$ cat src/rtl/sync_fifo_ext_if.sv
// rtl/sync_fifo_ext_if.sv - producer/consumer handshake bundle for sync_fifo_ext
interface sync_fifo_ext_if #(
    parameter int DATA_WIDTH = 8,
    parameter int DEPTH      = 8
);
    logic                     w_en;
    logic                     r_en;
    logic [DATA_WIDTH-1:0]    data_in;
    logic                     clr_err;
    logic [DATA_WIDTH-1:0]    data_out;
    logic                     full;
    logic                     empty;
    logic                     almost_full;
    logic                     almost_empty;
    logic [$clog2(DEPTH):0]   count;
    logic                     overflow;
    logic                     underflow;

    // Side that pushes/pops and observes status.
    modport master (
        output w_en, r_en, data_in, clr_err,
        input  data_out, full, empty, almost_full, almost_empty, count, overflow, underflow
    );

    // The FIFO itself.
    modport slave (
        input  w_en, r_en, data_in, clr_err,
        output data_out, full, empty, almost_full, almost_empty, count, overflow, underflow
    );
endinterface

$ cat src/rtl/sync_fifo_ext.sv
// rtl/sync_fifo_ext.sv - single-clock FIFO with thresholds, occupancy, sticky errors and optional FWFT
module sync_fifo_ext #(
    parameter int DATA_WIDTH = 8,
    parameter int DEPTH      = 8,
    parameter int AF_LEVEL   = DEPTH - 1,
    parameter int AE_LEVEL   = 1,
    parameter bit FWFT       = 1'b0
) (
    input logic            clk,
    input logic            rst_n,
    sync_fifo_ext_if.slave intf
);
    localparam int ADDR_W = $clog2(DEPTH);
    localparam int CNT_W  = ADDR_W + 1;

    // Reject illegal configurations while elaborating rather than building a broken FIFO.
    if ((DEPTH < 2) || ((DEPTH & (DEPTH - 1)) != 0)) begin : g_bad_depth
        $error("sync_fifo_ext: DEPTH must be a power of 2 and >= 2");
    end
    if ((AF_LEVEL < 1) || (AF_LEVEL > DEPTH)) begin : g_bad_af
        $error("sync_fifo_ext: AF_LEVEL must be in 1..DEPTH");
    end
    if ((AE_LEVEL < 0) || (AE_LEVEL > DEPTH - 1)) begin : g_bad_ae
        $error("sync_fifo_ext: AE_LEVEL must be in 0..DEPTH-1");
    end

    logic [DATA_WIDTH-1:0] mem [DEPTH];
    logic [ADDR_W-1:0]     wr_ptr;
    logic [ADDR_W-1:0]     rd_ptr;
    logic [CNT_W-1:0]      count_q;
    logic                  overflow_q;
    logic                  underflow_q;
    logic                  full_w;
    logic                  empty_w;
    logic                  wr_acc;
    logic                  rd_acc;

    // Flags are pure decodes of the registered count so they move on the same edge as count.
    assign full_w  = (count_q == CNT_W'(DEPTH));
    assign empty_w = (count_q == '0);

    // Acceptance looks only at registered state: a full FIFO can still take a read,
    // an empty FIFO can still take a write, in the same cycle.
    assign wr_acc = intf.w_en && !full_w;
    assign rd_acc = intf.r_en && !empty_w;

    assign intf.full         = full_w;
    assign intf.empty        = empty_w;
    assign intf.almost_full  = (count_q >= CNT_W'(AF_LEVEL));
    assign intf.almost_empty = (count_q <= CNT_W'(AE_LEVEL));
    assign intf.count        = count_q;
    assign intf.overflow     = overflow_q;
    assign intf.underflow    = underflow_q;

    // Pointers wrap naturally at DEPTH; count carries the extra bit that separates full from empty.
    always_ff @(posedge clk or negedge rst_n) begin
        if (!rst_n) begin
            wr_ptr  <= '0;
            rd_ptr  <= '0;
            count_q <= '0;
        end else begin
            if (wr_acc) begin
                wr_ptr <= wr_ptr + 1'b1;
            end
            if (rd_acc) begin
                rd_ptr <= rd_ptr + 1'b1;
            end
            case ({wr_acc, rd_acc})
                2'b10:   count_q <= count_q + 1'b1;
                2'b01:   count_q <= count_q - 1'b1;
                default: count_q <= count_q;
            endcase
        end
    end

    // Storage array; contents are never reset, the pointers/count make stale words unreachable.
    always_ff @(posedge clk) begin
        if (wr_acc) begin
            mem[wr_ptr] <= intf.data_in;
        end
    end

    // Sticky error flags: a rejected request sets, clr_err clears, set has priority.
    always_ff @(posedge clk or negedge rst_n) begin
        if (!rst_n) begin
            overflow_q  <= 1'b0;
            underflow_q <= 1'b0;
        end else begin
            if (intf.w_en && full_w) begin
                overflow_q <= 1'b1;
            end else if (intf.clr_err) begin
                overflow_q <= 1'b0;
            end
            if (intf.r_en && empty_w) begin
                underflow_q <= 1'b1;
            end else if (intf.clr_err) begin
                underflow_q <= 1'b0;
            end
        end
    end

    if (FWFT) begin : g_fwft
        // Head word is presented combinationally; forced to zero while empty so nothing stale leaks out.
        assign intf.data_out = empty_w ? '0 : mem[rd_ptr];
    end else begin : g_registered
        logic [DATA_WIDTH-1:0] data_q;

        // Registered read: capture the head word only on an accepted pop, hold otherwise.
        always_ff @(posedge clk or negedge rst_n) begin
            if (!rst_n) begin
                data_q <= '0;
            end else if (rd_acc) begin
                data_q <= mem[rd_ptr];
            end
        end

        assign intf.data_out = data_q;
    end
endmodule

$ cat src/flat_wrapper.sv
// flat-port wrapper written by rule: the top's interface ports become plain ports
module sync_fifo_ext_flat 
#(
    parameter int DATA_WIDTH = 8,
    parameter int DEPTH      = 8,
    parameter int AF_LEVEL   = DEPTH - 1,
    parameter int AE_LEVEL   = 1,
    parameter bit FWFT       = 1'b0
)
  (clk, rst_n, intf_w_en, intf_r_en, intf_data_in, intf_clr_err, intf_data_out, intf_full, intf_empty, intf_almost_full, intf_almost_empty, intf_count, intf_overflow, intf_underflow);
  sync_fifo_ext_if #(.DATA_WIDTH(DATA_WIDTH), .DEPTH(DEPTH)) intf_i ();
  input logic clk;
  input logic rst_n;
  input wire logic [$bits(intf_i.w_en)-1:0] intf_w_en;
  input wire logic [$bits(intf_i.r_en)-1:0] intf_r_en;
  input wire logic [$bits(intf_i.data_in)-1:0] intf_data_in;
  input wire logic [$bits(intf_i.clr_err)-1:0] intf_clr_err;
  output wire logic [$bits(intf_i.data_out)-1:0] intf_data_out;
  output wire logic [$bits(intf_i.full)-1:0] intf_full;
  output wire logic [$bits(intf_i.empty)-1:0] intf_empty;
  output wire logic [$bits(intf_i.almost_full)-1:0] intf_almost_full;
  output wire logic [$bits(intf_i.almost_empty)-1:0] intf_almost_empty;
  output wire logic [$bits(intf_i.count)-1:0] intf_count;
  output wire logic [$bits(intf_i.overflow)-1:0] intf_overflow;
  output wire logic [$bits(intf_i.underflow)-1:0] intf_underflow;
  assign intf_i.w_en = intf_w_en;
  assign intf_i.r_en = intf_r_en;
  assign intf_i.data_in = intf_data_in;
  assign intf_i.clr_err = intf_clr_err;
  assign intf_data_out = intf_i.data_out;
  assign intf_full = intf_i.full;
  assign intf_empty = intf_i.empty;
  assign intf_almost_full = intf_i.almost_full;
  assign intf_almost_empty = intf_i.almost_empty;
  assign intf_count = intf_i.count;
  assign intf_overflow = intf_i.overflow;
  assign intf_underflow = intf_i.underflow;
  sync_fifo_ext #(.DATA_WIDTH(DATA_WIDTH), .DEPTH(DEPTH), .AF_LEVEL(AF_LEVEL), .AE_LEVEL(AE_LEVEL), .FWFT(FWFT)) u_core (.clk(clk), .rst_n(rst_n), .intf(intf_i));
endmodule
$ cat config.mk
export PLATFORM = sky130hd
export DESIGN_NAME = sync_fifo_ext_flat
export DESIGN_NICKNAME = d
export VERILOG_FILES = /design/src/rtl/sync_fifo_ext_if.sv /design/src/rtl/sync_fifo_ext.sv /design/src/flat_wrapper.sv
export SDC_FILE = /design/constraint.sdc
export NUM_CORES = 1
export LEC_CHECK = 0
export CAP_MARGIN = 20
export CORE_ASPECT_RATIO = 0.8
export CORE_MARGIN = 2
export CORE_UTILIZATION = 45
export DETAILED_ROUTE_END_ITERATION = 8
export PLACE_DENSITY = 0.67
export SLEW_MARGIN = 20
export SYNTH_ARGS = -nofsm -noshare
export SYNTH_HDL_FRONTEND = slang
export SYNTH_SLANG_ARGS = --single-unit
$ cat constraint.sdc
create_clock -name clk -period 2.8 [get_ports clk]
set_clock_uncertainty 0.2 [all_clocks]
set_input_delay 0.7 -clock clk [delete_from_list [all_inputs] [get_ports clk]]
set_output_delay 0.7 -clock clk [all_outputs]
set_load 0.05 [all_outputs]
==> impl_metrics.json, run 1 <==
{
  "fillers": 592,
  "busiest_layer": "met2",
  "antenna_cells": 0,
  "synth_top_cell_by_area": "edfxtp_1",
  "final_layout_size_suffix_gt1_frac": 0.203,
  "critPathMaxFanout": 11,
  "slew_headroom": 0.439,
  "met3_usage": 0.0505,
  "worstSetupStartpointType": "register",
  "ant_nets": 0,
  "synth_cells": 213,
  "grt_pass1_vias": 1989,
  "layout.cells.most_common": "edfxtp_1",
  "worst-r2r-cell-count": 8,
  "hold_violations": 0,
  "hold_depth": 1,
  "wl_per_cell_um": 18.6,
  "p_leak_uw": 0.00156,
  "synth-edff-count": 64,
  "syn_area_um2": 3430,
  "cts_buffers": 9,
  "final_cell_mix": "64 x edfxtp_1, 26 x clkdlybuf4s50_1, 20 x dfrtp_1, 18 x mux2_2",
  "critPathKind": "register to primary output",
  "firstDrtPassIters": 4,
  "boundaryPins": 31,
  "clock-sinks": 84,
  "crit_required_ps": 1900,
  "r2r-start": "u_core.intf.count[1]$_DFFE_PN0P_",
  "use_met2": 0.299,
  "hold_slack_ps": 315,
  "post_synth_num_cell_types": 29,
  "die_w_um": 102,
  "post_cts_resized": 0,
  "coreArea_um2": 7390,
  "portBuffers": 30,
  "powerDensity_nw_per_um2": 1130,
  "die_h_um": 82.1,
  "clkTransAtPathRegs_ps": 80,
  "min_from": "u_core.intf.underflow$_DFFE_PN0P_",
  "grtUsageMet1": 0.217,
  "power_frac_clock": 0.214,
  "hold_buffers": 0,
  "synth_top_area_frac": 0.560,
  "fin_nets": 280,
  "async_reset_ff_frac": 0.238,
  "grt_max_degree": 21,
  "num_vias": 1932,
  "grt_pass1_wl_um": 10400,
  "min_to": "u_core.intf.underflow$_DFFE_PN0P_",
  "drc": 0,
  "grt_util_all_layers": 0.175,
  "clock_path_buffers": 2,
  "viasPerCell": 5.21,
  "seq_power_share": 0.384,
  "hold_class": "register to register",
  "finalSetupViolations": 0,
  "ys_ff_latch": 84,
  "wl_um": 6900,
  "arrival_ps": 1740,
  "worst_pin_slew_ps": 839,
  "syn_avg_cell_area_um2": 16.1,
  "p_sw_uw": 1730,
  "endpoint_kind": "primary output",
  "max_clock_freq_ghz": 0.378,
  "synthesis.nets": 232,
  "slew_violations": 0,
  "finalCritPeriodShare": 0.944,
  "drv_cap": 0,
  "overflow": 0,
  "ys_warn_count": 0,
  "synthTopCellsByArea": "edfxtp_1 56%, dfrtp_1 15%, mux2_2 5.9%",
  "num_rows": 28,
  "power_uw": 4720,
  "yosysSeqAreaShare": 0.706,
  "rsz0062_at_grt": "no",
  "p_int_uw": 2980,
  "post-dp-hpwl_um": 4460,
  "root_buffer": "clkbuf_8",
  "min_period_ps": 2640,
  "cts_max_level": 3,
  "fp.dieArea_um2": 8350,
  "status": "finished, final reports clean",
  "cts_setup_buffers": 0,
  "clk_latency_ps": 350,
  "pwr-share-comb": 0.402,
  "first_iter_violations": 110,
  "initial_core_util": 0.464,
  "gp_congestion": 0.797,
  "ir_drop_mv": 0.443,
  "cts_tree": "yes",
  "synthFlopType": "edfxtp_1",
  "rr_endpoint": "u_core.intf.count[3]$_DFFE_PN0P_",
  "synthToLayoutAreaGrowth_pct": 21.8,
  "r2r_slack_ps": 330,
  "antenna_found_initial": 0,
  "swShare": 0.368
}
==> power groups by stage <==
stage                     logic [uW]  registers (uW)  clock network (uW)
final                           1900            1810                1010
after global routing            2030            1840                1080
after CTS                       1910            1810                1040
after detailed placement        1900            1840                   0
after global placement          1880            1830                   0
after floorplan                 1000            2140                   0
==> sequential cells by signal, summed over array words and instances (netlist names) <==
name / cells
u_core.wr_ptr: 3
u_core.intf.overflow: 1
u_core.intf.underflow: 1
u_core.intf.count: 4
u_core.mem: 64
u_core.intf.data_out: 8
u_core.rd_ptr: 3
==> metrics by stage <==
stage	util	cell area (um^2)	instances	setup WS (ps)	setup TNS (ps)
floorplan	-	3440	213	-0.479	-0.479
global placement	0.533	3940	355	262	0
detailed placement	0.533	3940	355	199	0
CTS	0.566	4180	371	133	0
global route	0.566	4180	371	27.3	0
finish	0.566	4180	371	157	0
==> cell type report <==
cell class              count  area (um^2)  share of cell area
flip-flops and latches     84         2420               0.579
multi-input cells         115          936               0.224
repair buffers             45          428               0.102
well taps                 105          131              0.0314
clock buffers              10          128              0.0305
clock inverters             6          113              0.0269
inverters                   6         22.5             0.00539
==> worst max path at each step <==
| stage | from | end | slack, ps | cells after the start |
|---|---|---|---|---|
| 2_1_floorplan | u_core.intf.count[0]$_DFFE_PN0P_ | u_core.intf.count[3]$_DFFE_PN0P_ | -0.5 | 10 |
| 3_3_place_gp | intf_r_en | u_core.intf.count[3]$_DFFE_PN0P_ | 260 | 7 |
| 3_5_place_dp | intf_r_en | u_core.intf.count[3]$_DFFE_PN0P_ | 200 | 7 |
| 4_1_cts | u_core.intf.count[0]$_DFFE_PN0P_ | intf_empty | 130 | 5 |
| 5_1_grt | u_core.intf.count[1]$_DFFE_PN0P_ | intf_empty | 30 | 5 |
| 6_report | u_core.intf.count[1]$_DFFE_PN0P_ | intf_empty | 160 | 5 |
==> synth_stat cells, types with 6 or more instances <==
library cell	count
edfxtp_1	64
dfrtp_1	20
mux2_2	18
mux2i_1	17
a22o_1	10
nor2_1	9
o21ai_0	9
o22ai_1	8
o31ai_1	8
ha_1	6
inv_1	6
xnor2_1	6
==> critical path, stage by stage, from the launching register on <==
cell and delay (ps):
dfrtp_1 440, inv_1 110, ha_1 210, nor3b_1 240, buf_4 240, buf_12 150
==> per-layer routing <==
metal | wire [um] | share of wire
met1 | 2910 | 0.42
met2 | 3460 | 0.50
met3 | 502 | 0.073
met4 | 23 | 0.0033
met5 | 0 | 0
==> cells by family after synthesis <==
family                   Yosys count  share of synthesized area
flip-flops                        84                      0.706
AND/OR/NAND/NOR                   29                     0.0448
AO/OA/AOI/OAI                     37                     0.0754
adder cells (fa/ha/maj)            6                     0.0219
buffers and inverters             14                     0.0233
multiplexers                      35                      0.109
XOR/XNOR                           8                     0.0204
Power figures use the tool's default switching activity.
==> run 2: changes to the inputs <==
- clock period: 2.8 -> 3.2 ns (I/O delays scaled with it)
==> impl_metrics.json, run 2 (synthesis results as in run 1) <==
{
  "gp_congestion": 0.775,
  "fin_nets": 278,
  "p_leak_uw": 0.00153,
  "powerDensity_nw_per_um2": 972,
  "crit_chain": "ha_1 -> a21o_1 -> clkdlybuf4s50_1",
  "regMostFlops": "u_core.mem",
  "final_cell_mix": "64 x edfxtp_1, 27 x clkdlybuf4s50_1, 20 x dfrtp_1, 18 x mux2_2, 17 x mux2i_1",
  "initial_core_util": 0.464,
  "place_ws_ps": 375,
  "ir_drop_mv": 0.403,
  "hold_class": "register to register",
  "ant_nets": 0,
  "grt_pass1_vias": 1975,
  "final_layout_size_suffix_gt1_frac": 0.186,
  "firstDrtPassIters": 4,
  "portBuffers": 30,
  "critPathKind": "register to primary output",
  "viasPerCell": 5.26,
  "worst_pin_slew_ps": 863,
  "clock-sinks": 84,
  "layout.cells.most_common": "edfxtp_1",
  "overflow": 0,
  "max_clock_freq_ghz": 0.342,
  "post_cts_resized": 2,
  "fin_util": 0.557,
  "hold_violations": 0,
  "hold_buffers": 0,
  "drc": 0,
  "arrival_ps": 1930,
  "cts_buffers": 9,
  "grt_max_degree": 21,
  "die_w_um": 102,
  "coreArea_um2": 7390,
  "synthToLayoutAreaGrowth_pct": 20.0,
  "cts_tree": "yes",
  "num_rows": 28,
  "slew_headroom": 0.423,
  "clk_latency_ps": 340,
  "cts_setup_buffers": 0,
  "drv_cap": 0,
  "grt_util_all_layers": 0.178,
  "endpoint_kind": "primary output",
  "min_period_ps": 2930,
  "rsz0062_at_grt": "no",
  "clock_path_buffers": 2,
  "largest_reg_flops": 64,
  "cts_max_level": 3,
  "startpoint": "u_core.intf.count[0]$_DFFE_PN0P_",
  "fin_tns_setup_ps": 0,
  "wl_per_cell_um": 18.6,
  "grt_pass1_wl_um": 10600,
  "antenna_found_initial": 0,
  "worstSetupStartpointType": "register",
  "fp.dieArea_um2": 8350,
  "critPathMaxFanout": 7,
  "status": "finished, final reports clean",
  "crit_path_top_delay_cell": "clkdlybuf4s50_1",
  "cpPeakStageDelay_ps": 790,
  "wl_um": 6860,
  "boundaryPins": 31,
  "r2r-start": "u_core.intf.count[0]$_DFFE_PN0P_",
  "antenna_cells": 0,
  "slew_violations": 0,
  "num_vias": 1941,
  "crit_required_ps": 2200,
  "first_iter_violations": 124,
  "root_buffer": "clkbuf_8",
  "finalSetupViolations": 0,
  "die_h_um": 82.1,
  "fin_ws_ps": 273,
  "clkTransAtPathRegs_ps": 80,
  "finalCritPeriodShare": 0.915,
  "min_from": "u_core.intf.underflow$_DFFE_PN0P_",
  "post-dp-hpwl_um": 4400
}
[run 2: cell types whose count changed in the layout (fill, tap and decap cells not counted)]
| cell | change |
|---|---|
| dlygate4sd2_1 | +2 |
| clkdlybuf4s50_1 | +1 |
| inv_6 | +3 |
| bufinv_16 | -2 |
| buf_4 | -4 |
| nor3_2 | -1 |
| clkbuf_8 | +1 |
| nor3_1 | +1 |
| clkinvlp_4 | +1 |
| clkbuf_1 | -1 |
| clkinv_4 | -2 |
| buf_12 | -1 |
[run 2: through the flow]
stage	power (uW)	instances	hold slack [ps]	area [um^2]
floorplan	2750	213	285	3430
global placement	3240	353	299	3920
detailed placement	3270	353	302	3920
CTS	4040	369	327	4120
global route	4200	369	364	4120
finish	4000	369	323	4120
[run 2: critical path: cells and delay by family, from the launching register on]
kind | cells | cell delay, ps
DFF | 1 | 470
buffers and inverters | 1 | 790
adders and majority gates | 1 | 220
AOI/OAI and AO/OA | 1 | 120
[run 2: worst paths after layout]
| path | slack (ps) | cells after the start | end |
|---|---|---|---|
| min reg2reg | 320 | 1 | u_core.intf.underflow$_DFFE_PN0P_ |
| min in group asynchronous | 600 | 2 | u_core.intf.data_out[0]$_DFFE_PN0P_ |
| max | 270 | 3 | intf_almost_full |
| max in group asynchronous | 1980 | 2 | u_core.rd_ptr[1]$_DFFE_PN0P_ |
| min | 320 | 1 | u_core.intf.underflow$_DFFE_PN0P_ |
| max reg2reg | 730 | 9 | u_core.intf.count[3]$_DFFE_PN0P_ |
[run 2: area by class of cell]
class / count / area, um^2
fill: 581 / 3270
inverter: 6 / 22.5
clock inverter: 6 / 68.8
clock buffer: 10 / 138
timing repair buffer: 43 / 405
tap: 105 / 131
sequential: 84 / 2420
multi-input combinational: 115 / 931
[run 2: layer usage]
layer,vias to the layer above,routed length (um),GRT usage
li1,908,-,-
met1,990,3060,0.229
met2,36,3480,0.299
met3,7,254,0.0387
met4,0,62,0.0703
met5,-,0,0
[run 2: power by group]
group	leakage [uW]	total [uW]	switching [uW]	internal [uW]
logic	0.000603	1630	983	648
clock network	0.000104	770	381	389
registers	0.000822	1600	170	1430
total	0.00153	4000	1530	2470
==> run 3: changes to the inputs <==
- CORE_UTILIZATION: 45 -> 40
- PLACE_DENSITY: 0.67 -> 0.61
==> impl_metrics.json, run 3 (synthesis results as in run 1) <==
{
  "clkTransAtPathRegs_ps": 80,
  "num_rows": 30,
  "crit_family": "buffers and inverters",
  "fin_util": 0.491,
  "finalCritPeriodShare": 0.919,
  "worst-r2r-cell-count": 9,
  "clk_latency_ps": 340,
  "grt_max_degree": 35,
  "rsz0062_at_grt": "no",
  "num_vias": 1876,
  "min_to": "u_core.intf.overflow$_DFFE_PN0P_",
  "crit_required_ps": 2200,
  "status": "finished, final reports clean",
  "min_period_ps": 2940,
  "endpoint_kind": "primary output",
  "gp_congestion": 0.728,
  "r2r-start": "u_core.intf.count[0]$_DFFE_PN0P_",
  "drc": 0,
  "powerDensity_nw_per_um2": 970,
  "hold_violations": 0,
  "coreArea_um2": 8410,
  "fp.dieArea_um2": 9340,
  "cpPeakStageDelay_ps": 790,
  "hold_depth": 1,
  "synthToLayoutAreaGrowth_pct": 20.3,
  "fin_nets": 277,
  "fin_tns_setup_ps": 0,
  "post-dp-hpwl_um": 4280,
  "grt_util_all_layers": 0.157,
  "initial_core_util": 0.408,
  "cts_buffers": 9,
  "wl_um": 6670,
  "slew_violations": 0,
  "ir_drop_mv": 0.477,
  "drv_cap": 0,
  "rr_endpoint": "u_core.intf.count[3]$_DFFE_PN0P_",
  "min_from": "u_core.intf.overflow$_DFFE_PN0P_",
  "wl_per_cell_um": 17.8,
  "finalSetupViolations": 0,
  "regMostFlops": "u_core.mem",
  "critPathMaxFanout": 7,
  "critPathKind": "register to primary output",
  "cts_tree": "yes",
  "fillers": 756,
  "arrival_ps": 1940,
  "final_cell_mix": "64 x edfxtp_1, 27 x clkdlybuf4s50_1, 20 x dfrtp_1, 18 x mux2_2, 17 x mux2i_1",
  "clock_path_buffers": 2,
  "grt_pass1_vias": 1894,
  "final_layout_size_suffix_gt1_frac": 0.167,
  "worst_pin_slew_ps": 790,
  "root_buffer": "clkbuf_8",
  "worstSetupStartpointType": "register",
  "viasPerCell": 5.00,
  "largest_reg_flops": 64,
  "first_iter_violations": 73,
  "worstPathBufferInverterCount": 1,
  "boundaryPins": 31,
  "p_leak_uw": 0.00154,
  "portBuffers": 30,
  "layout.cells.most_common": "edfxtp_1",
  "hold_class": "register to register",
  "crit_chain": "ha_1 -> a21o_1 -> clkdlybuf4s50_1",
  "ant_nets": 0,
  "slew_headroom": 0.472,
  "grt_pass1_wl_um": 10400,
  "hold_buffers": 0,
  "die_h_um": 86.9,
  "antenna_cells": 0,
  "r2r_slack_ps": 730,
  "cts_max_level": 3,
  "die_w_um": 108,
  "firstDrtPassIters": 4,
  "max_clock_freq_ghz": 0.340,
  "crit_path_top_delay_cell": "clkdlybuf4s50_1",
  "antenna_found_initial": 0,
  "overflow": 0,
  "clock-sinks": 84
}
run 3: changes by cell type in the layout (fill, tap and decap cells not counted):
| cell | delta |
|---|---|
| dlygate4sd2_1 | -1 |
| clkinv_2 | -1 |
| bufinv_16 | +1 |
| clkbuf_1 | +4 |
| buf_4 | -1 |
| dlymetal6s2s_1 | +1 |
| inv_6 | -3 |
| clkinvlp_4 | -1 |
run 3: how the worst max path moves through the flow:
stage | start | endpoint | slack, ps | cells past startpoint
2_1_floorplan | u_core.intf.count[0]$_DFFE_PN0P_ | intf_almost_empty | 180 | 3
3_3_place_gp | intf_r_en | u_core.intf.count[3]$_DFFE_PN0P_ | 420 | 7
3_5_place_dp | u_core.intf.count[0]$_DFFE_PN0P_ | intf_full | 370 | 5
4_1_cts | u_core.intf.count[0]$_DFFE_PN0P_ | intf_almost_empty | 50 | 5
5_1_grt | u_core.intf.count[0]$_DFFE_PN0P_ | intf_full | 130 | 5
6_report | u_core.intf.count[0]$_DFFE_PN0P_ | intf_almost_full | 260 | 3
run 3: timing repair:
item,CTS,global route
hold endpoints to repair,0,0
setup endpoints to repair,1,1
setup buffers,0,0
resized for setup,1,1
run 3: area by class of cell:
class                      instances  area, um^2  share of cell area
clock buffer                      14         153              0.0370
tap                              112         140              0.0339
inverter                           6        22.5             0.00545
sequential                        84        2420               0.586
clock inverter                     2        60.1              0.0145
multi-input combinational        115         931               0.225
timing repair buffer              42         402              0.0972
run 3: per-stage QoR:
step / hold slack (ps) / instance area (um^2) / setup WS, ps / total power (uW) / cells
2_1_floorplan: 285 / 3430 / 184 / 2750 / 213
3_3_place_gp: 295 / 3920 / 421 / 3220 / 359
3_5_place_dp: 299 / 3920 / 368 / 3240 / 359
4_1_cts: 316 / 4130 / 47.2 / 4050 / 375
5_1_grt: 339 / 4130 / 132 / 4230 / 375
6_report: 314 / 4130 / 258 / 4010 / 375
run 3: report_power, final:
group	internal, uW	switching, uW	total (uW)	leakage, uW
Clock	463	343	806	0.000105
Sequential	1430	148	1580	0.000822
Combinational	644	979	1620	0.000610
run 3: layer usage:
| metal | vias up | part of all wire | global-route usage |
|---|---|---|---|
| li1 | 904 | - | - |
| met1 | 928 | 0.48 | 0.217 |
| met2 | 35 | 0.47 | 0.243 |
| met3 | 9 | 0.037 | 0.0434 |
| met4 | 0 | 0.013 | 0.0501 |
| met5 | - | 0 | 0 |
run 3: worst reg2reg max path: stages, from the launching register on:
cell and delay [ps]:
dfrtp_1 470, inv_1 80, ha_1 250, nor3b_1 170
nand2b_1 170, inv_1 70, ha_1 230, or4b_1 470
a21oi_2 140, xor2_1 140
